$ cat config.mk
export PLATFORM = sky130hd
export DESIGN_NAME = wordle_row_builder_flat
export DESIGN_NICKNAME = d
export VERILOG_FILES = /design/src/rtl/wordle_row_builder_if.sv /design/src/rtl/wordle_row_builder.sv /design/src/flat_wrapper.sv
export SDC_FILE = /design/constraint.sdc
export NUM_CORES = 1
export LEC_CHECK = 0
export ABC_AREA = 0
export BUFFER_PORTS_ARGS = -buffer_cell sky130_fd_sc_hd__buf_2
export CAP_MARGIN = 20
export CORE_MARGIN = 2
export CORE_UTILIZATION = 58
export DETAILED_ROUTE_END_ITERATION = 8
export PLACE_DENSITY = 0.85
export SLEW_MARGIN = 20
export SYNTH_ARGS = -nofsm -noshare
export SYNTH_HDL_FRONTEND = slang
export SYNTH_SLANG_ARGS = --single-unit
$ cat constraint.sdc
create_clock -name dclk -period 3.7 [get_ports dclk]
set_input_delay 0.185 -clock dclk [delete_from_list [all_inputs] [get_ports dclk]]
set_output_delay 0.185 -clock dclk [all_outputs]
set_load 0.1 [all_outputs]
$ cat src/rtl/wordle_row_builder_if.sv
// wordle_row_builder_if: keyboard events, answer and
// display/status bundle between game logic and its user.
interface wordle_row_builder_if #(
  parameter int NCELLS = 5
);
  logic                  key_valid;
  logic [4:0]            key_code;
  logic                  key_enter;
  logic                  key_back;
  logic                  new_game;
  logic [5*NCELLS-1:0]   answer;
  logic [7*NCELLS-1:0]   display;
  logic                  busy;
  logic                  solved;
  logic                  game_over;
  logic [2:0]            guesses_used;

  modport master (
    output key_valid, key_code, key_enter,
    output key_back, new_game, answer,
    input  display, busy, solved,
    input  game_over, guesses_used
  );

  modport slave (
    input  key_valid, key_code, key_enter,
    input  key_back, new_game, answer,
    output display, busy, solved,
    output game_over, guesses_used
  );
endinterface

$ cat src/rtl/wordle_row_builder.sv
// wordle_row_builder: assembles a 5-letter guess and scores it
// against a latched answer with a green-then-yellow engine.
module wordle_row_builder #(
  parameter int NCELLS = 5,
  parameter int MAXG   = 6
) (
  input  logic dclk,
  input  logic clr_n,
  wordle_row_builder_if.slave bus
);
  localparam logic [2:0] NC    = 3'(NCELLS);
  localparam logic [2:0] MG    = 3'(MAXG);
  localparam logic [2:0] LAST  = 3'(NCELLS - 1);
  localparam logic [4:0] BLANK = 5'd26;
  localparam logic [1:0] C_GRY = 2'd0;
  localparam logic [1:0] C_GRN = 2'd1;
  localparam logic [1:0] C_YEL = 2'd2;
  localparam logic [1:0] C_RED = 2'd3;

  typedef enum logic [1:0] {
    ENTRY, GREEN, YEL, RESULT
  } state_e;

  state_e              state_q;
  logic [4:0]          let_q [NCELLS];
  logic [1:0]          col_q [NCELLS];
  logic [5*NCELLS-1:0] ans_q;
  logic [NCELLS-1:0]   used_q;
  logic [2:0]          cnt_q;
  logic [2:0]          idx_q;
  logic [2:0]          gu_q;
  logic                busy_q;
  logic                solved_q;
  logic                over_q;

  logic       letter_d;
  logic       hit_d;
  logic [2:0] hit_j_d;
  logic       all_grn_d;
  logic [2:0] gu_d;

  assign letter_d = bus.key_valid &&
                    (bus.key_code < BLANK);
  assign gu_d     = gu_q + 3'd1;

  // lowest unused answer slot holding the letter under test
  always_comb begin
    hit_d   = 1'b0;
    hit_j_d = '0;
    for (int j = NCELLS - 1; j >= 0; j--) begin
      if (!used_q[j] &&
          ans_q[5*j +: 5] == let_q[idx_q]) begin
        hit_d   = 1'b1;
        hit_j_d = 3'(j);
      end
    end
  end

  // whole row currently green
  always_comb begin
    all_grn_d = 1'b1;
    for (int c = 0; c < NCELLS; c++) begin
      if (col_q[c] != C_GRN) all_grn_d = 1'b0;
    end
  end

  for (genvar c = 0; c < NCELLS; c++) begin : g_cell
    assign bus.display[7*c +: 7] = {col_q[c], let_q[c]};
  end

  assign bus.busy         = busy_q;
  assign bus.solved       = solved_q;
  assign bus.game_over    = over_q;
  assign bus.guesses_used = gu_q;

  // entry, scoring and result state machine
  always_ff @(posedge dclk or negedge clr_n) begin
    if (!clr_n) begin
      state_q  <= ENTRY;
      ans_q    <= '0;
      used_q   <= '0;
      cnt_q    <= '0;
      idx_q    <= '0;
      gu_q     <= '0;
      busy_q   <= 1'b0;
      solved_q <= 1'b0;
      over_q   <= 1'b0;
      for (int c = 0; c < NCELLS; c++) begin
        let_q[c] <= BLANK;
        col_q[c] <= C_GRY;
      end
    end else if (bus.new_game) begin
      state_q  <= ENTRY;
      used_q   <= '0;
      cnt_q    <= '0;
      idx_q    <= '0;
      gu_q     <= '0;
      busy_q   <= 1'b0;
      solved_q <= 1'b0;
      over_q   <= 1'b0;
      for (int c = 0; c < NCELLS; c++) begin
        let_q[c] <= BLANK;
        col_q[c] <= C_GRY;
      end
    end else begin
      unique case (state_q)
        ENTRY: begin
          if (bus.key_enter) begin
            if (cnt_q == NC) begin
              ans_q   <= bus.answer;
              used_q  <= '0;
              busy_q  <= 1'b1;
              state_q <= GREEN;
              for (int c = 0; c < NCELLS; c++)
                col_q[c] <= C_GRY;
            end else begin
              for (int c = 0; c < NCELLS; c++)
                if (3'(c) < cnt_q) col_q[c] <= C_RED;
            end
          end else if (bus.key_back) begin
            if (cnt_q != 3'd0) begin
              for (int c = 0; c < NCELLS; c++)
                col_q[c] <= C_GRY;
              let_q[cnt_q - 3'd1] <= BLANK;
              cnt_q <= cnt_q - 3'd1;
            end
          end else if (letter_d) begin
            if (cnt_q < NC) begin
              for (int c = 0; c < NCELLS; c++)
                col_q[c] <= C_GRY;
              let_q[cnt_q] <= bus.key_code;
              cnt_q <= cnt_q + 3'd1;
            end
          end
        end
        GREEN: begin
          for (int c = 0; c < NCELLS; c++) begin
            if (let_q[c] == ans_q[5*c +: 5]) begin
              col_q[c]  <= C_GRN;
              used_q[c] <= 1'b1;
            end
          end
          idx_q   <= '0;
          state_q <= YEL;
        end
        YEL: begin
          if (col_q[idx_q] != C_GRN && hit_d) begin
            col_q[idx_q]    <= C_YEL;
            used_q[hit_j_d] <= 1'b1;
          end
          if (idx_q == LAST) begin
            state_q  <= RESULT;
            busy_q   <= 1'b0;
            gu_q     <= gu_d;
            solved_q <= all_grn_d;
            over_q   <= all_grn_d || (gu_d == MG);
          end else begin
            idx_q <= idx_q + 3'd1;
          end
        end
        RESULT: begin
          if (!over_q && !bus.key_enter &&
              !bus.key_back && letter_d) begin
            for (int c = 0; c < NCELLS; c++) begin
              let_q[c] <= BLANK;
              col_q[c] <= C_GRY;
            end
            let_q[0] <= bus.key_code;
            cnt_q    <= 3'd1;
            state_q  <= ENTRY;
          end
        end
      endcase
    end
  end
endmodule

$ cat src/flat_wrapper.sv
// flat-port wrapper written by rule: the top's interface ports become plain ports
module wordle_row_builder_flat 
#(
  parameter int NCELLS = 5,
  parameter int MAXG   = 6
)
  (dclk, clr_n, bus_key_valid, bus_key_code, bus_key_enter, bus_key_back, bus_new_game, bus_answer, bus_display, bus_busy, bus_solved, bus_game_over, bus_guesses_used);
  wordle_row_builder_if #(.NCELLS(NCELLS)) bus_i ();
  input  logic dclk;
  input  logic clr_n;
  input wire logic [$bits(bus_i.key_valid)-1:0] bus_key_valid;
  input wire logic [$bits(bus_i.key_code)-1:0] bus_key_code;
  input wire logic [$bits(bus_i.key_enter)-1:0] bus_key_enter;
  input wire logic [$bits(bus_i.key_back)-1:0] bus_key_back;
  input wire logic [$bits(bus_i.new_game)-1:0] bus_new_game;
  input wire logic [$bits(bus_i.answer)-1:0] bus_answer;
  output wire logic [$bits(bus_i.display)-1:0] bus_display;
  output wire logic [$bits(bus_i.busy)-1:0] bus_busy;
  output wire logic [$bits(bus_i.solved)-1:0] bus_solved;
  output wire logic [$bits(bus_i.game_over)-1:0] bus_game_over;
  output wire logic [$bits(bus_i.guesses_used)-1:0] bus_guesses_used;
  assign bus_i.key_valid = bus_key_valid;
  assign bus_i.key_code = bus_key_code;
  assign bus_i.key_enter = bus_key_enter;
  assign bus_i.key_back = bus_key_back;
  assign bus_i.new_game = bus_new_game;
  assign bus_i.answer = bus_answer;
  assign bus_display = bus_i.display;
  assign bus_busy = bus_i.busy;
  assign bus_solved = bus_i.solved;
  assign bus_game_over = bus_i.game_over;
  assign bus_guesses_used = bus_i.guesses_used;
  wordle_row_builder #(.NCELLS(NCELLS), .MAXG(MAXG)) u_core (.dclk(dclk), .clr_n(clr_n), .bus(bus_i));
endmodule
==> run metrics <==
vias in the first global route=4759; distinct cell type count after synthesis=73; synth warn=0; routed vias/inst=6.53; Final nets=689; Die W=99.4 um; Root Buffer=clkbuf_8; EDFF count, synth=0; Yosys top cell area share=30.4%; top cells by count, synth=dfrtp_1 (64), nor2_1 (54), nand2_1 (39), o21ai_0 (30), a21oi_1 (29); Bufs on Longest Clock Path=2; Leak Pwr=2.74 nW; Avg Cell Area, Syn=9.25 um2; GRT Total Usage=31.6%; Worst Path Max Fanout=13; WL per Instance=20.3 um; Worst EP required=3.92 ns; Util after Layout=68.0%; number of buffers created by CTS=9; RR Startpoint=u_core.idx_q[0]; total congestion overflow=0; CTS clk-pin slew, worst paths=0.09 ns; CTS tree=built; die area=0.00987 mm2; hold crit path type=in -> reg; Synth Instances=570; ant diodes=0; crit path from=u_core.idx_q[0]; Achievable Freq=297 MHz; Max VDD drop=0.828 mV; Final Hold Fails=0; delay-heaviest family, CP=compound AO/OA/AOI/OAI gates; antenna viol nets, final=0; DRC violations left=0; Area contributors post-synth=dfrtp_1 (30%), dfstp_2 (7.5%), mux2_1 (6.0%), nor2_1 (3.8%), xnor2_1 (3.8%); Port Buffers=76; Setup Skew=0.00774 ns; Critical-path top delay cell=dfrtp_1; Synth area leader=dfrtp_1; met2 wire len=7.19 mm; total negative slack=0 ns; 1st-iter DRT viols=356; synthesized area=0.00527 mm2; top-count cell post-synth=dfrtp_1; Power, Total=0.00537 W; CP bufs+invs=1; Area Growth Syn to Fin=13.0%; Worst Min Path Start=bus_answer[10]; TritonRoute pass-1 iters=6; status=finished clean; Top FF cell, synth=dfrtp_1; first-pass GRT wire length=24.6 mm; WL met3=1.33 mm; Die H=99.4 um; Rel. slew slack=31.8%; post-synthesis register bit count=79; Final Setup Violations=0; num ports=77; Crit Path Category=reg -> reg; DP HPWL=11.3 mm; Routed Wire Length=15.3 mm; Slew @ Worst Pin=1.02 ns; H-Tree Depth=3; fin crit share=91.0%; DR top layer=met4; initial antenna violation count=0; crit path DAT=3.59 ns; Post-Syn Nets=618; wl on met1=6.31 mm; Cell Chain, Critical Path=buf_4 -> or2_1 -> o22ai_1 -> or3_1 -> a221o_1 -> or3_4 -> nand2_4 -> o21ai_4 -> a2111oi_0 -> o32ai_1; RSZ-0062 raised after global routing=no; Core Rows=34; asr flop ratio synth=100%; Slew Viols, Final=0; Max-Cap Viols=0; final RePlAce weighted congestion=1.03; Initial Util=60.2%; largest net degree at the start of global routing=80; Power Density=901 mW/mm2; post-synthesis sequential area ratio=37.8%; Tmin final=3.37 ns; Worst-Skew Late Latency=0.36 ns; clk sink count=79; Vias=4921; crit path launch type=register; Setup crit end kind=register; share of layout cells above drive strength 1=20.6%; Core ar.=0.00876 mm2; maximum single-stage delay on the critical path=0.65 ns
-- cell families (layout without fill, tap and decap cells) --
| family | Yosys count | in the layout | synth area share, % |
|---|---|---|---|
| AND/OR/NAND/NOR | 178 | 178 | 16.9 |
| AO/OA/AOI/OAI | 161 | 161 | 21.0 |
| flip-flops | 79 | 79 | 37.8 |
| buffers and inverters | 48 | 124 | 3.87 |
| XOR/XNOR | 46 | 46 | 7.64 |
| multiplexers | 46 | 46 | 9.89 |
| adder cells (fa/ha/maj) | 12 | 12 | 2.85 |
-- report_power, final --
part / total (W) / switching (W) / internal (W) / leakage [nW]
Sequential: 0.00163 / 0.000452 / 0.00118 / 1.02
Clock: 0.000623 / 0.000365 / 0.000258 / 0.0927
Combinational: 0.00312 / 0.00211 / 0.00101 / 1.63
-- layout by cell type (no fill, tap or decap), drive strengths merged, types with 10 or more instances in the layout --
cell type	instances
xnor2	23
buf	86
nand2	40
o21ai	41
mux2	29
nor2b	11
or3	10
inv	25
dfrtp	64
nor2	54
nand3	14
mux2i	15
nor3	12
dfstp	15
a21oi	29
xor2	23
ha	12
-- metrics by stage --
stage	setup WS [ns]	instances	hold slack, ns	cell area [um2]
after global routing	0.188	754	0.0317	5960
after global placement	0.598	736	0.390	5740
final	0.332	754	0.0306	5960
after detailed placement	0.446	736	0.408	5740
after floorplan	0.536	570	-0.111	5270
after CTS	0.423	752	0.0195	5920
-- registers in the layout, indices dropped and copies added, names as in the netlist --
signal                   cells
u_core.used_q                5
u_core.idx_q                 3
u_core.bus.game_over         1
u_core.ans_q                25
u_core.cnt_q                 3
u_core.bus.guesses_used      3
u_core.bus.display          35
u_core.state_q               2
u_core.bus.solved            1
u_core.bus.busy              1
-- area by class of cell --
class	instances	area [um2]
fill	700	2800
multi-input combinational	443	3080
tap	108	135
inverter	21	78.8
timing repair buffer	87	488
sequential	79	2000
clock inverter	7	62.6
clock buffer	9	124
-- path summary, 6_finish.rpt --
check | end | slack (ns) | cells past startpoint
worst max-delay path | u_core.bus.display[5] | 0.33 | 10
worst min-delay path | u_core.ans_q[10] | 0.03 | 2
worst max register to register | u_core.bus.display[5] | 0.33 | 10
worst min register to register | u_core.bus.display[11] | 0.51 | 2
max in group asynchronous | u_core.bus.display[11] | 2.78 | 3
min in group asynchronous | u_core.bus.display[26] | 0.29 | 2
-- routing by layer --
metal  vias up  GRT usage (%)
met3        41           4.78
met5         -              0
li1       2233              -
met2       276           50.5
met4         0           11.3
met1      2371           44.1
-- what timing repair did --
action | 4_1_cts | 5_1_grt
setup endpoints to repair | 0 | 0
endpoints found under the hold margin | 0 | 30
setup buffers | 0 | 0
hold buffers | 0 | 1
resized for setup | 0 | 0
Note: power is estimated with default switching activity, not from simulation.
